$ cat src/rtl/shift_add_mult_ctrl_pkg.sv
// Shared definitions for the shift-and-add multiplier controller.
// Holds the state encoding and the width helper for the iteration counter.
package shift_add_mult_ctrl_pkg;

    // Encoding 2'd3 is unused and decodes back to ST_IDLE in the FSM.
    typedef enum logic [1:0] {
        ST_IDLE = 2'd0,
        ST_RUN  = 2'd1,
        ST_DONE = 2'd2
    } state_t;

    function automatic int clog2(input int value);
        int result;
        int rem;
        result = 0;
        rem    = value - 1;
        while (rem > 0) begin
            result = result + 1;
            rem    = rem >> 1;
        end
        return result;
    endfunction

endpackage

$ cat src/rtl/shift_add_mult_ctrl_adder.sv
// N-bit unsigned ripple-carry adder, purely combinational.
// The carry-out is returned as s[N].
module ripple_carry_adder #(
    parameter int N = 8
) (
    input  logic [N-1:0] a,
    input  logic [N-1:0] b,
    output logic [N:0]   s
);

    logic [N:0] carry;

    always_comb begin
        carry    = '0;
        s        = '0;
        carry[0] = 1'b0;
        for (int i = 0; i < N; i++) begin
            s[i]       = a[i] ^ b[i] ^ carry[i];
            carry[i+1] = (a[i] & b[i]) | (carry[i] & (a[i] ^ b[i]));
        end
        s[N] = carry[N];
    end

endmodule

$ cat src/rtl/shift_add_mult_ctrl.sv
// Iterative unsigned WIDTH x WIDTH multiplier (MULTU unit): one ripple-carry
// adder reused over WIDTH cycles, with a start/busy/done handshake.
module shift_add_mult_ctrl
    import shift_add_mult_ctrl_pkg::*;
#(
    parameter int WIDTH = 8
) (
    input  logic               clk,
    input  logic               reset,
    input  logic               start,
    input  logic [WIDTH-1:0]   a,
    input  logic [WIDTH-1:0]   b,
    output logic               busy,
    output logic               done,
    output logic [2*WIDTH-1:0] product
);

    localparam int               CNT_W    = clog2(WIDTH) + 1;
    localparam logic [CNT_W-1:0] LAST_CNT = CNT_W'(WIDTH - 1);

    state_t           state;
    state_t           next_state;
    logic [WIDTH-1:0] acc;
    logic [WIDTH-1:0] q;
    logic [WIDTH-1:0] m;
    logic [WIDTH-1:0] addend;
    logic [WIDTH:0]   sum;
    logic [CNT_W-1:0] count;
    logic             last_iter;

    assign addend    = q[0] ? m : '0;
    assign last_iter = (count == LAST_CNT);

    ripple_carry_adder #(
        .N (WIDTH)
    ) u_adder (
        .a (acc),
        .b (addend),
        .s (sum)
    );

    always_comb begin
        next_state = ST_IDLE;
        case (state)
            ST_IDLE: next_state = start ? ST_RUN : ST_IDLE;
            ST_RUN:  next_state = last_iter ? ST_DONE : ST_RUN;
            ST_DONE: next_state = ST_IDLE;
            default: next_state = ST_IDLE;
        endcase
    end

    // busy/done are registered from next_state so they line up with the state register.
    always_ff @(posedge clk) begin
        if (reset) begin
            state   <= ST_IDLE;
            busy    <= 1'b0;
            done    <= 1'b0;
            product <= '0;
            acc     <= '0;
            q       <= '0;
            m       <= '0;
            count   <= '0;
        end else begin
            state <= next_state;
            busy  <= (next_state != ST_IDLE);
            done  <= (next_state == ST_DONE);
            case (state)
                ST_IDLE: begin
                    if (start) begin
                        m       <= a;
                        q       <= b;
                        acc     <= '0;
                        count   <= '0;
                        product <= '0;
                    end
                end
                ST_RUN: begin
                    // Carry-out lands in the acc MSB, so nothing is lost on the shift.
                    acc   <= sum[WIDTH:1];
                    q     <= {sum[0], q[WIDTH-1:1]};
                    count <= count + 1'b1;
                    if (last_iter) begin
                        product <= {sum, q[WIDTH-1:1]};
                    end
                end
                default: begin
                end
            endcase
        end
    end

endmodule

$ cat config.mk
export PLATFORM = sky130hd
export DESIGN_NAME = shift_add_mult_ctrl
export DESIGN_NICKNAME = d
export VERILOG_FILES = /design/src/rtl/shift_add_mult_ctrl_pkg.sv /design/src/rtl/shift_add_mult_ctrl_adder.sv /design/src/rtl/shift_add_mult_ctrl.sv
export SDC_FILE = /design/constraint.sdc
export NUM_CORES = 1
export LEC_CHECK = 0
export ABC_AREA = 0
export CAP_MARGIN = 20
export CORE_MARGIN = 2
export CORE_UTILIZATION = 30
export CTS_CLUSTER_SIZE = 10
export DETAILED_ROUTE_END_ITERATION = 8
export GPL_ROUTABILITY_DRIVEN = 0
export PLACE_DENSITY = 0.56
export SLEW_MARGIN = 0
export SYNTH_ARGS = -nofsm -noshare
export SYNTH_HDL_FRONTEND = slang
export SYNTH_SLANG_ARGS = --single-unit
export TNS_END_PERCENT = 100
$ cat constraint.sdc
create_clock -name clk -period 3.8 [get_ports clk]
set_clock_uncertainty 0.05 [all_clocks]
set_input_delay 0.76 -clock clk [delete_from_list [all_inputs] [get_ports clk]]
set_output_delay 0.76 -clock clk [all_outputs]
set_load 0.005 [all_outputs]
# After elaboration in Yosys (flattened, before gate mapping)

Cells that the tools add are included.

Register bits after elaboration: 48
Latch bits: 0
RAM bits: 0
Memory bits (read-only): 0
Bits of input ports: 19
Logic and storage cells: 70
Memories kept: 0

Add/sub/neg operators: 1
Multipliers: 0
Divide/modulo/power cells: 0
Magnitude comparators: 0
Equality and inequality tests: 5
Shift-type cells: 0
Mux-type cells: 13
Bitwise gates (word level): 37
Reductions and logical operators: 6

Operators with widths:

| kind                                                                   | number |
|---|---|
| 16-bit 2-to-1 mux                                                      | 2 |
| 16-bit one-hot mux with 2 select lines                                 | 1 |
| 8-bit one-hot mux with 2 select lines                                  | 2 |
| 8-bit 2-to-1 mux                                                       | 3 |
| 1-bit bitwise AND                                                      | 15 |
| 1-bit XOR                                                              | 15 |
| 4-bit one-hot mux with 2 select lines                                  | 1 |
| 1-bit OR                                                               | 7 |
| 4-bit by 1-bit adder with 4-bit output (second input constant)         | 1 |
| 4-bit by 3-bit equality test with 1-bit output (second input constant) | 1 |
| 4-bit 2-to-1 mux                                                       | 1 |
| 2-bit inequality test (second input constant)                          | 2 |
| 2-bit one-hot mux with 2 select lines                                  | 1 |
| 2-bit AND reduction                                                    | 2 |
| 2-bit nonzero test                                                     | 2 |
| 3-bit AND reduction                                                    | 1 |
| 2-bit by 1-bit equality test with 1-bit output (second input constant) | 1 |
| 2-bit equality test (second input constant)                            | 1 |
| 2-bit zero test                                                        | 1 |
| 2-bit 2-to-1 mux                                                       | 1 |
| 1-bit 2-to-1 mux                                                       | 1 |

# Depth between registers and ports, before layout

Depth after elaboration: 18
Gate-level depth with buffers: 15
Gate-level depth less buffers: 14

# Hierarchy

Synthesis repeated with hierarchy kept, for this count alone.

Cells, all modules: 195
Area, all modules: 2015.7 sq um

By module, submodules not included:

| module              | instances | cells an instance | area an instance (sq um) | sequential area each (sq um) |
|---|---|---|---|---|
| shift_add_mult_ctrl | 1         | 177               | 1825.5                   | 960.9 |
| ripple_carry_adder  | 1         | 18                | 190.2                    | 0.0 |

# Least setup slack after synthesis

No wires, ideal clock.

Kind: flip-flop to flip-flop
Start: reg q[0]
End: reg acc[6]
Library setup time: 0.128 ns
Arrival: 3.627 ns
Slack: -0.005 ns
Cell stages (with the launch flop): 16
Period minus slack after synthesis: 3.805 ns
Cells stage by stage: dfxtp_1 -> clkbuf_1 -> and2_1 -> ha_1 -> inv_1 -> fa_1 -> fa_1 -> fa_1 -> fa_1 -> fa_1 -> inv_1 -> fa_1 -> inv_1 -> fa_1 -> a2bb2oi_1 -> nor2_1

Cells in the longest elaborated chain, start to end: 16

Ends and longest elaborated chain:

| what                                           | line                            | text |
|---|---|---|
| start: declaration                             | shift_add_mult_ctrl.sv:24       | `logic [WIDTH-1:0] q;` |
| start signal: assignment                       | shift_add_mult_ctrl.sv:80       | `q <= {sum[0], q[WIDTH-1:1]};` |
| 8-bit 2-to-1 mux *                             | shift_add_mult_ctrl.sv:31       | `assign addend = q[0] ? m : '0;` |
| 1-bit bitwise AND or 1-bit XOR (tied branches) | shift_add_mult_ctrl_adder.sv:19 | `carry[i+1] = (a[i] & b[i]) \| (carry[i] & (a[i] ^ b[i]));` |
| 1-bit bitwise AND                              | shift_add_mult_ctrl_adder.sv:19 |  |
| 1-bit OR                                       | shift_add_mult_ctrl_adder.sv:19 |  |
| 1-bit bitwise AND                              | shift_add_mult_ctrl_adder.sv:19 |  |
| 1-bit OR                                       | shift_add_mult_ctrl_adder.sv:19 |  |
| 1-bit bitwise AND                              | shift_add_mult_ctrl_adder.sv:19 |  |
| 1-bit OR                                       | shift_add_mult_ctrl_adder.sv:19 |  |
| 1-bit bitwise AND                              | shift_add_mult_ctrl_adder.sv:19 |  |
| 1-bit OR                                       | shift_add_mult_ctrl_adder.sv:19 |  |
| 1-bit bitwise AND                              | shift_add_mult_ctrl_adder.sv:19 |  |
| 1-bit OR                                       | shift_add_mult_ctrl_adder.sv:19 |  |
| 1-bit bitwise AND                              | shift_add_mult_ctrl_adder.sv:19 |  |
| 1-bit OR                                       | shift_add_mult_ctrl_adder.sv:19 |  |
| 1-bit XOR *                                    | shift_add_mult_ctrl_adder.sv:18 | `s[i] = a[i] ^ b[i] ^ carry[i];` |
| 8-bit one-hot mux with 2 select lines *        | shift_add_mult_ctrl.sv:67       | `case (state)` |
| end signal: assignment                         | shift_add_mult_ctrl.sv:79       | `acc <= sum[WIDTH:1];` |
| end: declaration                               | shift_add_mult_ctrl.sv:23       | `logic [WIDTH-1:0] acc;` |

Mark *: on every way between the ends. The rest lies on a longest branch, timed or not.
A chain may end at the register's enable or synchronous reset.

# Worst setup path in the final report

Start: reg m[0]
End: reg product[14]

Cells in the longest elaborated chain, start to end: 17

Ends and longest elaborated chain:

| what                                   | line                            | text |
|---|---|---|
| start: declaration                     | shift_add_mult_ctrl.sv:25       | `logic [WIDTH-1:0] m;` |
| start signal: assignment               | shift_add_mult_ctrl.sv:61       | `m <= '0;` |
| start signal: assignment               | shift_add_mult_ctrl.sv:70       | `m <= a;` |
| 8-bit 2-to-1 mux                       | shift_add_mult_ctrl.sv:31       |  |
| 1-bit bitwise AND (2 in series)        | shift_add_mult_ctrl_adder.sv:19 |  |
| 1-bit OR                               | shift_add_mult_ctrl_adder.sv:19 |  |
| 1-bit bitwise AND                      | shift_add_mult_ctrl_adder.sv:19 |  |
| 1-bit OR                               | shift_add_mult_ctrl_adder.sv:19 |  |
| 1-bit bitwise AND                      | shift_add_mult_ctrl_adder.sv:19 |  |
| 1-bit OR                               | shift_add_mult_ctrl_adder.sv:19 |  |
| 1-bit bitwise AND                      | shift_add_mult_ctrl_adder.sv:19 |  |
| 1-bit OR                               | shift_add_mult_ctrl_adder.sv:19 |  |
| 1-bit bitwise AND                      | shift_add_mult_ctrl_adder.sv:19 |  |
| 1-bit OR                               | shift_add_mult_ctrl_adder.sv:19 |  |
| 1-bit bitwise AND                      | shift_add_mult_ctrl_adder.sv:19 |  |
| 1-bit OR                               | shift_add_mult_ctrl_adder.sv:19 |  |
| 1-bit XOR                              | shift_add_mult_ctrl_adder.sv:18 |  |
| 16-bit 2-to-1 mux                      | shift_add_mult_ctrl.sv:82       | `if (last_iter) begin` |
| 16-bit one-hot mux with 2 select lines | shift_add_mult_ctrl.sv:67       |  |
| end signal: assignment                 | shift_add_mult_ctrl.sv:83       | `product <= {sum, q[WIDTH-1:1]};` |
| end: declaration                       | shift_add_mult_ctrl.sv:15       | `output logic [2*WIDTH-1:0] product` |

Every way passes these cells. The select of a mux whose other input is x is not followed.

==> metrics.md <==
| Metric | Value |
|---|---|
| CTS tree | `done` |
| H-tree depth | `2` |
| Comb pwr share | `0.112` |
| Critical path arrival | `3.83 ns` |
| PD cells | `between 300 and 400 nW/um^2` |
| Switching power total | `231.8 uW` |
| DR iter-0 viols | `approximately 110` |
| First-pass GRT wire length | `approximately 7200 microns` |
| Layout cells sized above 1 | `0.09130` |
| Vias in the first global route | `1,462` |
| Global Route met3 Usage | `0.03850` |
| Buffers on Ports | `36` |
| Rows | `29` |
| DRC | `0` |
| CTS Buffer Depth | `2` |
| Post-Syn Nets | `between 200 and 250` |
| Share of the synthesized area in the top cell type | `0.4800` |
| Post-DP HPWL | `roughly 3000 microns` |
| Int Pwr | `approximately 700 uW` |
| Seq/Total Area, Yosys | `0.4800` |
| Maximum clock frequency | `0.2718 GHz` |
| Synth area leaders | `dfxtp_1 (48%), fa_1 (7.0%), nor2_1 (5.4%)` |
| Tot GR Track Use | `0.1259` |
| Num CTS Buffers | `5` |
| Setup TNS | `0 ns` |
| Final setup viols | `0` |
| Part of the power in registers | `0.574` |
| Most numerous cell in the Yosys netlist | `dfxtp_1` |
| Post-CTS setup buffer count | `0` |
| VDD IR max | `about 0.00016 V` |
| Hold_buf cts | `0` |
| ANT nets after route | `0` |
| Avg WL per Cell | `roughly 14 microns` |
| Tcrit/Tclk final | `0.9682` |
| Ys flop type | `dfxtp_1` |
| Max_cap viols | `0` |
| Avg Synthesized Cell Area | `10.16 sq um` |
| Clock root buffer | `clkbuf_8` |
| Status | `completed` |
| Slew @ Worst Pin | `about 0.97 ns` |
| Final wirelength | `~4200 microns` |
| Max-slew violation count | `0` |
| CTS Sinks | `48` |
| Max transition margin | `0.3535` |
| Die W | `between 80 and 90 microns` |
| EDFF count, synth | `0` |
| CTS resizes | `0` |
| Synth async-reset ratio | `0` |
| Final min period | `3.679 ns` |
| Initial antenna violation count | `0` |
| Crit Path Max Fanout | `2` |
| Crit path launch type | `flip-flop` |
| Pleak | `between 0.0009 and 0.001 uW` |
| Grt met1 use | `0.1837` |
| Worst-path clk slew | `roughly 0.090 ns` |
| Pre-antenna DRT Iters | `4` |
| Fill cells | `between 600 and 700` |
| Via count | `approximately 1,500` |
| Hold Fails Final Rpt | `0` |
| Post-layout util | `0.3915` |
| Largest net degree at the start of global routing | `34` |
| Busiest metal layer after global routing | `met1` |
| Yosys top cell by area | `dfxtp_1` |
| Setup ws final | `approximately 0.12 ns` |
| Full die area | `7343 sq um` |
| Initial core utilization | `0.3135` |
| Distinct cells, synth | `35` |
| Fin nets | `about 260` |
| Via-to-Cell Ratio | `4.798` |
| Hold Crit Class | `reg -> reg` |
| Clk pwr share | `0.314` |
| Ys Warns | `0` |
| DP Worst Slack | `roughly 0.051 ns` |
| Synth Instances | `roughly 200` |
| Cell area after synthesis | `between 2000 and 2500 sq um` |
| I/O pins | `37` |
| Synth Register Bits | `48` |
| GR met2 Demand/Resource | `0.1676` |
| Area growth from synthesis to layout | `24.88%` |
| Diode count | `0` |
| Hold slack | `between 0.4 and 0.5 ns` |
| Synth top cells by count | `dfxtp_1 (48), nor2_1 (29), inv_1 (12), a211oi_1 (9)` |
| Die H | `85.69 microns` |
| Placeable Area | `between 6000 and 7000 sq um` |
| Gr ovfl total | `0` |
| Worst skew pair latency | `roughly 0.30 ns` |
| Worst Path Class, Setup | `reg -> reg` |
| Req. time, crit path | `3.95 ns` |
| Switching Fraction | `0.2495` |
| Crit path capture type | `flip-flop` |
## per-layer routing
metal,wire length [microns],vias up
li1,-,750
met1,2238,694
met2,1740,25
met3,176,4
met4,82,0
met5,0,-
## kinds of logic (layout without fill, tap and decap cells)
group,Yosys count,in the layout,synth area share
flops,48,48,0.4800
mux,9,9,0.04563
fa+ha+maj,9,9,0.08250
compound gates,48,48,0.1888
buf+inv,25,58,0.06124
simple gates,58,58,0.1419
## placed cells by master (no fill, tap or decap), types with 2 or more instances in the layout
cell / n
a21o_1: 7
clkbuf_8: 5
buf_4: 3
fa_1: 3
and2_1: 2
inv_1: 12
nor3b_1: 2
a21oi_1: 3
clkdlybuf4s50_1: 36
dfxtp_1: 46
o22ai_1: 8
nor2b_1: 2
ha_1: 2
dfxtp_2: 2
a22o_1: 8
mux2i_1: 8
fa_2: 4
nor3_1: 8
nor2_1: 29
nand2_1: 8
a211oi_1: 9
a2bb2oi_1: 6
## per-stage QoR
step	cells	cell area, sq um	total power (uW)
2_1_floorplan	197	2003	612.8
3_3_place_gp	300	2404	648.1
3_5_place_dp	300	2404	648.8
4_1_cts	307	2481	940.1
5_1_grt	307	2500	976.4
6_report	307	2500	928.8
## area by class of cell
class	instances	area [sq um]	share of cell area
Sequential cell	48	963.4	0.3854
Multi-Input combinational cell	124	934.6	0.3739
Timing Repair Buffer	39	382.9	0.1532
Tap cell	77	96.34	0.03854
Clock buffer	6	72.57	0.02903
Inverter	12	45.04	0.01802
Clock inverter	1	5.005	0.002002
## worst max-delay path, cell delays in order (launching register included)
cell	delay (ns)
dfxtp_2	0.33
and2_1	0.11
ha_1	0.13
inv_1	0.05
fa_2	0.34
fa_2	0.37
fa_2	0.35
fa_2	0.34
fa_1	0.36
inv_1	0.08
fa_1	0.17
inv_1	0.07
fa_1	0.58
nor3_1	0.07
a21o_1	0.18
## registers in the layout, indices dropped and copies added (netlist names)
| register | cells |
|---|---|
| product | 16 |
| count | 4 |
| state | 2 |
| q | 8 |
| m | 8 |
| acc | 8 |
| busy | 1 |
| done | 1 |
## power by group through the flow
stage	logic [uW]	clock network [uW]	registers, uW
5_1_grt	114	326	537
3_3_place_gp	103	0	545
6_report	104	292	533
3_5_place_dp	104	0	545
2_1_floorplan	72.3	0	541
4_1_cts	105	302	533
## worst paths after layout
check                             from     endpoint  slack [ns]  cells past startpoint
worst max-delay path              m[0]  product[14]        0.12                     14
worst min-delay path            acc[5]       acc[5]        0.41                      2
worst min register to register  acc[5]       acc[5]        0.41                      2
worst max register to register    m[0]  product[14]        0.12                     14
No activity file was read; power rests on OpenSTA's default activity.
